## src/rtl/sar_ctrl_n.sv

```systemverilog
// Successive-approximation ADC controller: sample phase, N_BITS binary-search
// trials driven by VCOMP, registered result with a one-cycle VALID strobe.
module sar_ctrl_n #(
  parameter int N_BITS        = 4,
  parameter int SAMPLE_CYCLES = 1,
  parameter bit CONTINUOUS    = 1'b0
) (
  input  logic              CLK,
  input  logic              RESET_N,
  input  logic              START,
  input  logic              ABORT,
  input  logic              VCOMP,
  output logic              SAR_RESET,
  output logic              SAMPLE_EN,
  output logic [N_BITS-1:0] BIT_EN,
  output logic [N_BITS-1:0] TRIAL,
  output logic [N_BITS-1:0] DOUT,
  output logic              VALID,
  output logic              BUSY
);

  localparam int IW = $clog2(N_BITS);
  localparam int SW = $clog2(SAMPLE_CYCLES + 1);
  localparam logic [IW-1:0]     IDX_INIT  = IW'(N_BITS - 1);
  localparam logic [SW-1:0]     SCNT_INIT = SW'(SAMPLE_CYCLES - 1);
  localparam logic [N_BITS-1:0] MSB_ONE   = {1'b1, {(N_BITS-1){1'b0}}};

  typedef enum logic [1:0] {
    S_IDLE   = 2'd0,
    S_SAMPLE = 2'd1,
    S_CONV   = 2'd2,
    S_DONE   = 2'd3
  } state_t;

  state_t            state, state_nxt;
  logic [IW-1:0]     idx, idx_nxt;
  logic [SW-1:0]     scnt, scnt_nxt;
  logic [N_BITS-1:0] trial_nxt, bit_en_nxt, dout_nxt;
  logic              sar_reset_nxt, sample_en_nxt, valid_nxt, busy_nxt;
  logic              go_sample, go_idle;

  always_comb begin
    state_nxt  = state;
    idx_nxt    = idx;
    scnt_nxt   = scnt;
    trial_nxt  = TRIAL;
    bit_en_nxt = BIT_EN;
    dout_nxt   = DOUT;
    go_sample  = 1'b0;
    go_idle    = 1'b0;

    case (state)
      S_IDLE: begin
        if (!ABORT && (START || CONTINUOUS)) go_sample = 1'b1;
      end
      S_SAMPLE: begin
        if (ABORT) begin
          go_idle = 1'b1;
        end else if (scnt == '0) begin
          state_nxt  = S_CONV;
          idx_nxt    = IDX_INIT;
          trial_nxt  = MSB_ONE;
          bit_en_nxt = MSB_ONE;
        end else begin
          scnt_nxt = scnt - 1'b1;
        end
      end
      S_CONV: begin
        if (ABORT) begin
          go_idle = 1'b1;
        end else begin
          trial_nxt[idx] = VCOMP;
          if (idx != '0) begin
            trial_nxt[idx - 1'b1] = 1'b1;
            idx_nxt    = idx - 1'b1;
            bit_en_nxt = BIT_EN >> 1;
          end else begin
            // LSB resolved here; the full code is captured directly into DOUT
            state_nxt  = S_DONE;
            dout_nxt   = trial_nxt;
            bit_en_nxt = '0;
          end
        end
      end
      S_DONE: begin
        if (!ABORT && (START || CONTINUOUS)) go_sample = 1'b1;
        else                                 go_idle   = 1'b1;
      end
      default: go_idle = 1'b1;
    endcase

    if (go_sample) begin
      state_nxt  = S_SAMPLE;
      scnt_nxt   = SCNT_INIT;
      idx_nxt    = '0;
      trial_nxt  = '0;
      bit_en_nxt = '0;
    end
    if (go_idle) begin
      state_nxt  = S_IDLE;
      scnt_nxt   = '0;
      idx_nxt    = '0;
      trial_nxt  = '0;
      bit_en_nxt = '0;
    end

    // Status outputs are registered, so decode them from the next state
    sar_reset_nxt = (state_nxt == S_SAMPLE);
    sample_en_nxt = (state_nxt == S_SAMPLE);
    busy_nxt      = (state_nxt == S_SAMPLE) || (state_nxt == S_CONV);
    valid_nxt     = (state_nxt == S_DONE);
  end

  always_ff @(posedge CLK) begin
    if (!RESET_N) begin
      state     <= S_IDLE;
      idx       <= '0;
      scnt      <= '0;
      TRIAL     <= '0;
      BIT_EN    <= '0;
      DOUT      <= '0;
      SAR_RESET <= 1'b0;
      SAMPLE_EN <= 1'b0;
      VALID     <= 1'b0;
      BUSY      <= 1'b0;
    end else begin
      state     <= state_nxt;
      idx       <= idx_nxt;
      scnt      <= scnt_nxt;
      TRIAL     <= trial_nxt;
      BIT_EN    <= bit_en_nxt;
      DOUT      <= dout_nxt;
      SAR_RESET <= sar_reset_nxt;
      SAMPLE_EN <= sample_en_nxt;
      VALID     <= valid_nxt;
      BUSY      <= busy_nxt;
    end
  end

endmodule

```

## config.mk

```make
export PLATFORM = sky130hd
export DESIGN_NAME = sar_ctrl_n
export DESIGN_NICKNAME = d
export VERILOG_FILES = /design/src/rtl/sar_ctrl_n.sv
export SDC_FILE = /design/constraint.sdc
export NUM_CORES = 1
export LEC_CHECK = 0
export BUFFER_PORTS_ARGS = -buffer_cell sky130_fd_sc_hd__clkbuf_2
export CAP_MARGIN = 20
export CORE_UTILIZATION = 35
export CTS_CLUSTER_DIAMETER = 100
export CTS_CLUSTER_SIZE = 12
export DETAILED_ROUTE_END_ITERATION = 8
export PLACE_DENSITY = 0.62
export SLEW_MARGIN = 25
export SYNTH_ARGS = -nofsm -noshare
export SYNTH_HDL_FRONTEND = slang
export SYNTH_SLANG_ARGS = --single-unit
export TNS_END_PERCENT = 5
```

## constraint.sdc

```tcl
create_clock -name CLK -period 2.7 [get_ports CLK]
set_clock_uncertainty 0.15 [all_clocks]
set_input_delay 0.54 -clock CLK [delete_from_list [all_inputs] [get_ports CLK]]
set_output_delay 0.54 -clock CLK [all_outputs]
set_load 0.1 [all_outputs]
```

==> results of run 1 <==
## flip-flops by register name (all words and copies together) (netlist names)
name,flops
state,2
BUSY,1
TRIAL,4
BIT_EN,4
DOUT,4
SAMPLE_EN,1
VALID,1
idx,2
## logic make-up after synthesis
logic type,Yosys count
AOI/OAI and AO/OA,29
DFF,19
and+or+nand+nor,46
muxes,5
adders and majority gates,10
buffers and inverters,13
## metrics by stage
step	util [%]	hold slack, ns
3_3_place_gp	41.3	0.291
3_5_place_dp	41.3	0.296
6_report	42.2	0.306
2_1_floorplan	-	0.416
4_1_cts	42.2	0.312
5_1_grt	42.2	0.346
## power breakdown
part / internal (mW) / switching (mW)
clock network: 0.0575 / 0.0861
registers: 0.299 / 0.0154
logic: 0.0680 / 0.198
## synth_stat cells (4+ instances only)
cell type	count
a21oi_1	9
and2_1	5
dfxtp_1	19
ha_1	10
inv_1	7
mux2i_1	5
nand2_1	12
nand3_1	4
nor2_1	12
nor2b_1	4
o21ai_0	5
## worst min-delay path by stage
stage	end	slack, ns	cells after the start	start
final	BIT_EN[0]$_SDFFE_PP0P_	0.31	2	BIT_EN[0]$_SDFFE_PP0P_
after global routing	BIT_EN[0]$_SDFFE_PP0P_	0.35	2	BIT_EN[0]$_SDFFE_PP0P_
after CTS	BIT_EN[0]$_SDFFE_PP0P_	0.31	2	BIT_EN[0]$_SDFFE_PP0P_
after detailed placement	BIT_EN[0]$_SDFFE_PP0P_	0.30	2	BIT_EN[0]$_SDFFE_PP0P_
after global placement	BIT_EN[0]$_SDFFE_PP0P_	0.29	2	BIT_EN[0]$_SDFFE_PP0P_
after floorplan	idx[1]$_SDFFE_PP0P_	0.42	2	idx[1]$_SDFFE_PP0P_
## per-layer routing
layer / up-vias / global-route usage [%] / part of all wire, %
li1: 462 / - / -
met5: - / 0 / 0
met2: 19 / 22.7 / 47
met1: 404 / 18.4 / 47
met4: 0 / 3.14 / 0.68
met3: 4 / 4.54 / 4.7
## layout make-up
cell class	instances	area, sq um	area share (%)
Inverter	7	26.3	2.22
Clock buffer	4	26.3	2.22
Sequential cell	19	380	32.1
Multi-Input combinational cell	90	612	51.7
Timing Repair Buffer	20	100	8.46
Tap cell	31	38.8	3.28
## worst max-delay path, delay by kind of cell (launching register included)
kind / cells / cell delay (ns)
AOI/OAI and AO/OA: 2 / 0.32
adders and majority gates: 1 / 0.42
buffers and inverters: 1 / 0.11
DFF: 1 / 0.41
and+or+nand+nor: 2 / 0.67
==> impl_metrics.yaml, run 1 <==
final_layout:
  nets: 156
  n_fill_cell: 302
  fin_area_sq_um: 1180
  finalNonFillerCells: 171
  antenna_cells: 0
  area_growth_pct: 11.4
  drive_gt1_share_pct: 19.3
  layout_common_cells: "clkbuf_2 (20), dfxtp_1 (19), nor2_1 (12), nand2_1 (12), ha_1 (10)"
  mostFrequentLayoutCell: "clkbuf_2"
global_route:
  grt_pass1_vias: 789
  grt_pass1_wl_mm: 3.57
  grt_max_degree: 12
  grt_use_total_pct: 14.1
  antenna_found_initial: 0
  grt_overflow: 0
timing:
  finalCritPeriodShare_pct: 80.3
  relSlewSlack_pct: 63.7
  final_max_slew_viol_count: 0
  fin_crit_ns: 2.17
  worst_pin_slew_ns: 0.547
  max_freq_ghz: 0.461
  fin_tns_setup_ns: 0
  setup_viol: 0
  fin_ws_ns: 0.533
  final-hold-violation-count: 0
  rsz0062_at_grt: "no"
route:
  wl_per_cell_microns: 12.1
  wirelength_mm: 2.07
  first_pass_iters: 6
  drtAntennaViolNets: 0
  first_iter_violations: 28
  drc_errors: 7
  num_vias: 889
  viasPerCell: 5.20
logic_synthesis:
  synth_flop_cell: "dfxtp_1"
  yosysSeqAreaShare_pct: 35.8
  synth_xor_area_share_pct: 0
  synthArstFlopShare_pct: 0
  syn_area_per_cell_sq_um: 8.71
  synth_edf_count: 0
  synth_compound_area_share_pct: 19.3
  synth_area_sq_um: 1060
  synth.area.mux_share_pct: 4.71
  yosysUniqueCellTypes: 33
  synth.area.top_cells: "dfxtp_1 (36%), ha_1 (12%), mux2i_1 (4.7%), a21oi_1 (4.2%), nand2_1 (4.2%)"
  yosys.area.top_type: "dfxtp_1"
  synth_top_family_by_area: "simple AND/OR/NAND/NOR gates"
  yosys.area_share.adder_pct: 11.8
  yosysTopAreaCellShare_pct: 35.8
  ys_ff_latch: 19
  synth_cells: 122
  synth.yosys.warnings: 0
  synthSimpleGateAreaFrac_pct: 21.8
  syn_nets: 137
pwr:
  power_uw: 724
  irDropWorstVdd_mv: 0.365
  power_density_nw_per_um2: 612
  p_leak_nw: 0.524
floorplan:
  io_pins: 21
  die-area_sq_um: 3260
  initial_core_util_pct: 37.9
  rows: 19
  fp.dieW_microns: 57.1
  die_h_microns: 57.1
  core_area_sq_um: 2810
critical_path:
  path_max_fanout: 10
  reg2reg_depth: 6
  start_kind: "flop"
  rr_startpoint: "state[0]$_SDFF_PN0_"
  arrival_ns: 2.23
  r2r_slack_ns: 0.53
  crit_path_max_incr_delay_ns: 0.57
  crit_type: "reg2reg"
  crit_required_ns: 2.76
  endpoint: "TRIAL[3]$_SDFFE_PP0P_"
  crit_chain: "inv_1, ha_1, nand2_2, a21oi_2, or3b_1, a311oi_2"
  end_kind: "flop"
  r2r_end: "TRIAL[3]$_SDFFE_PP0P_"
  crit_start: "state[0]$_SDFF_PN0_"
  slowest_stage: "or3b_1"
clocking:
  clock_latency_ns: 0.29
  htreeDepth: 1
  cts_buffers: 3
  clock_path_buffers: 2
  clkTransAtPathRegs_ns: 0.11
  holdBufCountCts: 0
  post_cts_buffers: 0
  cts_resized: 0
  cts_tree: "built"
  clockRootBuffer: "clkbuf_4"
  cts_sinks: 19
placement:
  placed_area_sq_um: 1160
  globalplace.congestion: 0.800
  hpwl_mm: 1.63
  place_ws_ns: 0.563
  dp_cells: 167
  port_buffers: 20
run_status:
  outcome: "finished with violations"
  violations: "design-rule violations"
hold_path:
  hold_class: "reg2reg"
run:
  max-cap-violations: 0
Note: power is estimated with default switching activity, not from simulation.
==> inputs of run 2 (changes only) <==
--- a/config.mk
+++ b/config.mk
@@ -5,6 +5,7 @@
 export SDC_FILE = /design/constraint.sdc
 export NUM_CORES = 1
 export LEC_CHECK = 0
+export ABC_AREA = 1
 export BUFFER_PORTS_ARGS = -buffer_cell sky130_fd_sc_hd__clkbuf_2
 export CAP_MARGIN = 20
 export CORE_UTILIZATION = 35
==> constraint.sdc (replaced) <==
create_clock -name CLK -period 2.17 [get_ports CLK]
set_clock_uncertainty 0.15 [all_clocks]
set_input_delay 0.434 -clock CLK [delete_from_list [all_inputs] [get_ports CLK]]
set_output_delay 0.434 -clock CLK [all_outputs]
set_load 0.1 [all_outputs]
==> run 2 against run 1 <==
Effect of this change: the run now ends clean; critical path depth is 4 higher; fmax grew 9.5%; worst hold slack improved by 0.025 ns; design area rose by 7.9%.
==> impl_metrics.yaml, run 2 <==
hold_path:
  worstHoldStart: "RESET_N"
  hold_class: "in2reg"
timing:
  rsz0062_at_grt: "no"
  finalCritPeriodShare_pct: 91.2
  worst_pin_slew_ns: 0.544
  final_max_slew_viol_count: 0
  fin_crit_ns: 1.98
  whs_ns: 0.331
  relSlewSlack_pct: 63.9
  fin_tns_setup_ns: 0
  max_freq_ghz: 0.505
  final-hold-violation-count: 0
  setup_viol: 0
  fin_ws_ns: 0.190
final_layout:
  fin_area_sq_um: 1280
  drive_gt1_share_pct: 20.5
  mostFrequentLayoutCell: "nand2_1"
  antenna_cells: 0
  finalNonFillerCells: 220
  layout_common_cells: "nand2_1 (45), inv_1 (25), clkbuf_2 (20), dfxtp_1 (19), nand3_1 (13)"
  area_growth_pct: 14.7
  utilization_pct: 42.2
  nets: 192
  reg_top3: "BIT_EN (4), DOUT (4), TRIAL (4)"
global_route:
  grt_pass1_wl_mm: 3.77
  antenna_found_initial: 0
  grt_max_degree: 11
  grt_overflow: 0
  grt_pass1_vias: 882
  grt_use_total_pct: 14.4
floorplan:
  io_pins: 21
  rows: 20
  die-area_sq_um: 3410
  core_area_sq_um: 3030
  fp.dieW_microns: 58.4
  initial_core_util_pct: 36.8
  die_h_microns: 58.4
placement:
  port_buffers: 20
  globalplace.congestion: 0.926
  dp_cells: 216
  place_ws_ns: 0.203
  placed_area_sq_um: 1250
  hpwl_mm: 1.78
pwr:
  irDropWorstVdd_mv: 0.342
  p_sw_share_pct: 37.6
  pwr-share-clk_pct: 23.6
  power_uw: 769
  cell_internal_pwr_uw: 480
  p_seq_share_pct: 48.5
  p_comb_share_pct: 28.0
  power_density_nw_per_um2: 602
  switching_power_uw: 289
  p_leak_nw: 0.667
clocking:
  clock_path_buffers: 2
  holdBufCountCts: 0
  post_cts_buffers: 0
  clockRootBuffer: "clkbuf_4"
  cts_buffers: 3
  clkTransAtPathRegs_ns: 0.11
  cts_sinks: 19
  cts_tree: "built"
  htreeDepth: 1
  clock_latency_ns: 0.30
  cts_resized: 0
route:
  wl_per_cell_microns: 10.1
  viasPerCell: 4.53
  drc_errors: 0
  first_pass_iters: 4
  drtAntennaViolNets: 0
  num_vias: 996
  wirelength_mm: 2.21
  first_iter_violations: 25
logic_synthesis:
  yosysSeqAreaShare_pct: 34.2
  synthArstFlopShare_pct: 0
  yosys.area.top_type: "dfxtp_1"
  syn_nets: 170
  synth.area.top_cells: "dfxtp_1 (34%), nand2_1 (15%), ha_1 (11%), inv_1 (8.4%), nand3_1 (5.8%)"
  synth.yosys.warnings: 0
  synth_common_cells: "nand2_1 (45), inv_1 (25), dfxtp_1 (19), nand3_1 (13), ha_1 (10)"
  yosysTopAreaCellShare_pct: 34.2
  synth_flop_cell: "dfxtp_1"
  synth_area_sq_um: 1110
  yosysMostFrequentCell: "nand2_1"
  ys_ff_latch: 19
  syn_area_per_cell_sq_um: 7.18
  yosysUniqueCellTypes: 19
  synth_edf_count: 0
  synth_cells: 155
critical_path:
  reg2reg_depth: 10
  endpoint: "VALID$_SDFF_PN0_"
  start_kind: "flop"
  arrival_ns: 2.04
  crit_type: "reg2reg"
  crit_required_ns: 2.23
  path_max_fanout: 7
  end_kind: "flop"
  crit_start: "state[0]$_SDFF_PN0_"
  r2r_end: "VALID$_SDFF_PN0_"
  rr_startpoint: "state[0]$_SDFF_PN0_"
  r2r_slack_ns: 0.19
run_status:
  outcome: "finished, final reports clean"
run:
  max-cap-violations: 0
==> run 2: worst min path at each step <==
stage	endpoint	cells past startpoint
floorplan	state[1]$_SDFF_PN0_	2
global placement	DOUT[3]$_SDFFE_PN0P_	2
detailed placement	DOUT[3]$_SDFFE_PN0P_	2
CTS	state[0]$_SDFF_PN0_	3
global route	state[0]$_SDFF_PN0_	3
finish	SAMPLE_EN$_SDFF_PN0_	3
==> run 2: area by class of cell <==
type	instances	area (sq um)
fill	323	1750
inverter	28	105
timing repair buffer	20	100
sequential	19	380
tap	44	55.1
multi-input combinational	105	611
clock buffer	4	26.3
==> run 2: power groups by stage <==
stage | combinational [mW] | sequential [mW] | clock [mW]
floorplan | 0.0996 | 0.460 | 0
global placement | 0.212 | 0.380 | 0
detailed placement | 0.216 | 0.381 | 0
CTS | 0.216 | 0.373 | 0.191
global route | 0.234 | 0.375 | 0.203
finish | 0.215 | 0.373 | 0.181
==> run 2: routing by layer <==
layer  vias up  wire length, microns  track usage [%]
met3         4                   171             4.18
met1       441                   984             18.3
met5         -                     0                0
li1        522                     -                -
met4         0                    21             4.08
met2        29                  1040             23.6
==> run 2: logic make-up after synthesis <==
kind of cell	count (synthesis)	share of synthesized area [%]
compound gates	17	8.99
fa+ha+maj	10	11.2
buf+inv	31	11.0
flops	19	34.2
simple gates	78	34.6
==> run 2: critical path, stage by stage, from the launching register on <==
cell	delay, ns
dfxtp_1	0.37
inv_1	0.09
ha_1	0.42
inv_1	0.13
o21ai_0	0.23
nand2_1	0.09
nand3_1	0.10
inv_1	0.05
ha_1	0.16
nand2_1	0.06
inv_1	0.04
==> inputs of run 3 (changes only) <==
--- a/config.mk
+++ b/config.mk
@@ -9,6 +9,7 @@
 export BUFFER_PORTS_ARGS = -buffer_cell sky130_fd_sc_hd__clkbuf_2
 export CAP_MARGIN = 20
 export CORE_UTILIZATION = 35
+export CTS_BUF_LIST = sky130_fd_sc_hd__clkbuf_4 sky130_fd_sc_hd__clkbuf_8
 export CTS_CLUSTER_DIAMETER = 100
 export CTS_CLUSTER_SIZE = 12
 export DETAILED_ROUTE_END_ITERATION = 8
==> run 3 against run 2 <==
Effect of this change: fmax decreased by 0.34%; first-iteration DRC count increased by 44%; combinational power about the same; clock-buffer cell count unchanged; register-to-register slack about the same; sequential share of layout area decreased by 0.087 points; sequential power about the same; utilization increased by 0.12 points.
==> impl_metrics.yaml, run 3 (synthesis results as in run 2) <==
timing:
  fin_crit_ns: 1.99
  relSlewSlack_pct: 63.9
  max_freq_ghz: 0.503
  setup_viol: 0
  finalCritPeriodShare_pct: 91.5
  rsz0062_at_grt: "no"
  final-hold-violation-count: 0
  worst_pin_slew_ns: 0.544
  final_max_slew_viol_count: 0
  fin_tns_setup_ns: 0
clocking:
  clockRootBuffer: "clkbuf_4"
  clock_path_buffers: 2
  post_cts_buffers: 0
  clkTransAtPathRegs_ns: 0.11
  cts_tree: "built"
  clock_latency_ns: 0.30
  holdBufCountCts: 0
  cts_sinks: 19
  cts_buffers: 3
  cts_resized: 0
  htreeDepth: 1
route:
  first_iter_violations: 36
  num_vias: 1017
  wl_per_cell_microns: 10.3
  wirelength_mm: 2.26
  drtAntennaViolNets: 0
  viasPerCell: 4.62
  drc_errors: 0
  first_pass_iters: 4
global_route:
  grt_max_degree: 11
  grt_use_total_pct: 14.5
  grt_pass1_vias: 900
  antenna_found_initial: 0
  grt_overflow: 0
  grt_pass1_wl_mm: 3.81
floorplan:
  io_pins: 21
  initial_core_util_pct: 36.8
  fp.dieW_microns: 58.4
  core_area_sq_um: 3030
  die_h_microns: 58.4
  die-area_sq_um: 3410
  rows: 20
final_layout:
  reg_top3: "BIT_EN (4), DOUT (4), TRIAL (4)"
  n_fill_cell: 323
  antenna_cells: 0
  drive_gt1_share_pct: 21.0
  area_growth_pct: 15.1
  mostFrequentLayoutCell: "nand2_1"
  layout_common_cells: "nand2_1 (45), inv_1 (25), clkbuf_2 (20), dfxtp_1 (19), nand3_1 (13)"
  nets: 192
critical_path:
  crit_chain: "inv_1, ha_1, inv_1, o21ai_0, nand2_1, nand3_1, inv_1, ha_1, nand2_1, inv_1"
  r2r_slack_ns: 0.18
  start_kind: "flop"
  cpLargestDelayFamily: "adder cells"
  crit_path_max_incr_delay_ns: 0.42
  crit_required_ns: 2.23
  crit_top_cell: "inv_1"
  end_kind: "flop"
  rr_startpoint: "state[0]$_SDFF_PN0_"
  slowest_stage: "ha_1"
  reg2reg_depth: 10
  crit_type: "reg2reg"
  path_max_fanout: 7
  worst-path-buf-inv: 4
  arrival_ns: 2.05
  r2r_end: "VALID$_SDFF_PN0_"
placement:
  port_buffers: 20
  globalplace.congestion: 0.926
  hpwl_mm: 1.78
hold_path:
  hold_class: "reg2reg"
  worstHoldStart: "DOUT[3]$_SDFFE_PN0P_"
  worstHoldEndpoint: "DOUT[3]$_SDFFE_PN0P_"
  hold_depth: 2
run_status:
  outcome: "finished, final reports clean"
run:
  max-cap-violations: 0
pwr:
  power_uw: 784
  irDropWorstVdd_mv: 0.364
  power_density_nw_per_um2: 612
  p_leak_nw: 0.671
[run 3: area by class of cell]
class / instances / area (sq um) / share of cell area (%)
clock buffer: 4 / 30.0 / 2.34
inverter: 28 / 105 / 8.20
timing repair buffer: 20 / 100 / 7.81
multi-input combinational: 105 / 611 / 47.7
sequential: 19 / 380 / 29.7
tap: 44 / 55.1 / 4.30
[run 3: layer usage]
metal  up-vias  global-route usage, %  share of wire (%)
met5         -                      0                  0
met4         0                   5.78                1.5
met3         6                   4.18                7.2
met2        34                   23.5                 47
met1       455                   18.3                 45
li1        522                      -                  -
[run 3: worst max-delay path by stage]
| stage | start | to | slack (ns) | depth (start not counted) |
|---|---|---|---|---|
| 2_1_floorplan | SAMPLE_EN$_SDFF_PN0_ | SAR_RESET | 0.23 | 1 |
| 3_3_place_gp | state[0]$_SDFF_PN0_ | VALID$_SDFF_PN0_ | 0.26 | 10 |
| 3_5_place_dp | state[0]$_SDFF_PN0_ | VALID$_SDFF_PN0_ | 0.20 | 10 |
| 4_1_cts | state[0]$_SDFF_PN0_ | VALID$_SDFF_PN0_ | 0.18 | 10 |
| 5_1_grt | state[0]$_SDFF_PN0_ | VALID$_SDFF_PN0_ | 0.01 | 10 |
| 6_report | state[0]$_SDFF_PN0_ | VALID$_SDFF_PN0_ | 0.18 | 10 |
[run 3: worst register-to-register path: stages, from the launching register on]
cell	delay, ns
dfxtp_1	0.37
inv_1	0.09
ha_1	0.42
inv_1	0.13
o21ai_0	0.23
nand2_1	0.10
nand3_1	0.10
inv_1	0.05
ha_1	0.16
nand2_1	0.06
inv_1	0.04
[run 3: per-stage QoR]
stage               utilization [%]  std cells  instance area [sq um]  setup slack (ns)  hold slack [ns]
global route                   42.3        220                   1280            0.0116            0.340
floorplan                         -        155                   1110             0.230            0.365
detailed placement             41.3        216                   1250             0.203            0.318
finish                         42.3        220                   1280             0.184            0.332
CTS                            42.3        220                   1280             0.177            0.324
global placement               41.3        216                   1250             0.262            0.307
[run 3: power by group]
| part | leakage (nW) | switching [mW] | internal, mW |
|---|---|---|---|
| Clock | 0.0184 | 0.111 | 0.0842 |
| Combinational | 0.498 | 0.172 | 0.0449 |
| Sequential | 0.154 | 0.00939 | 0.363 |
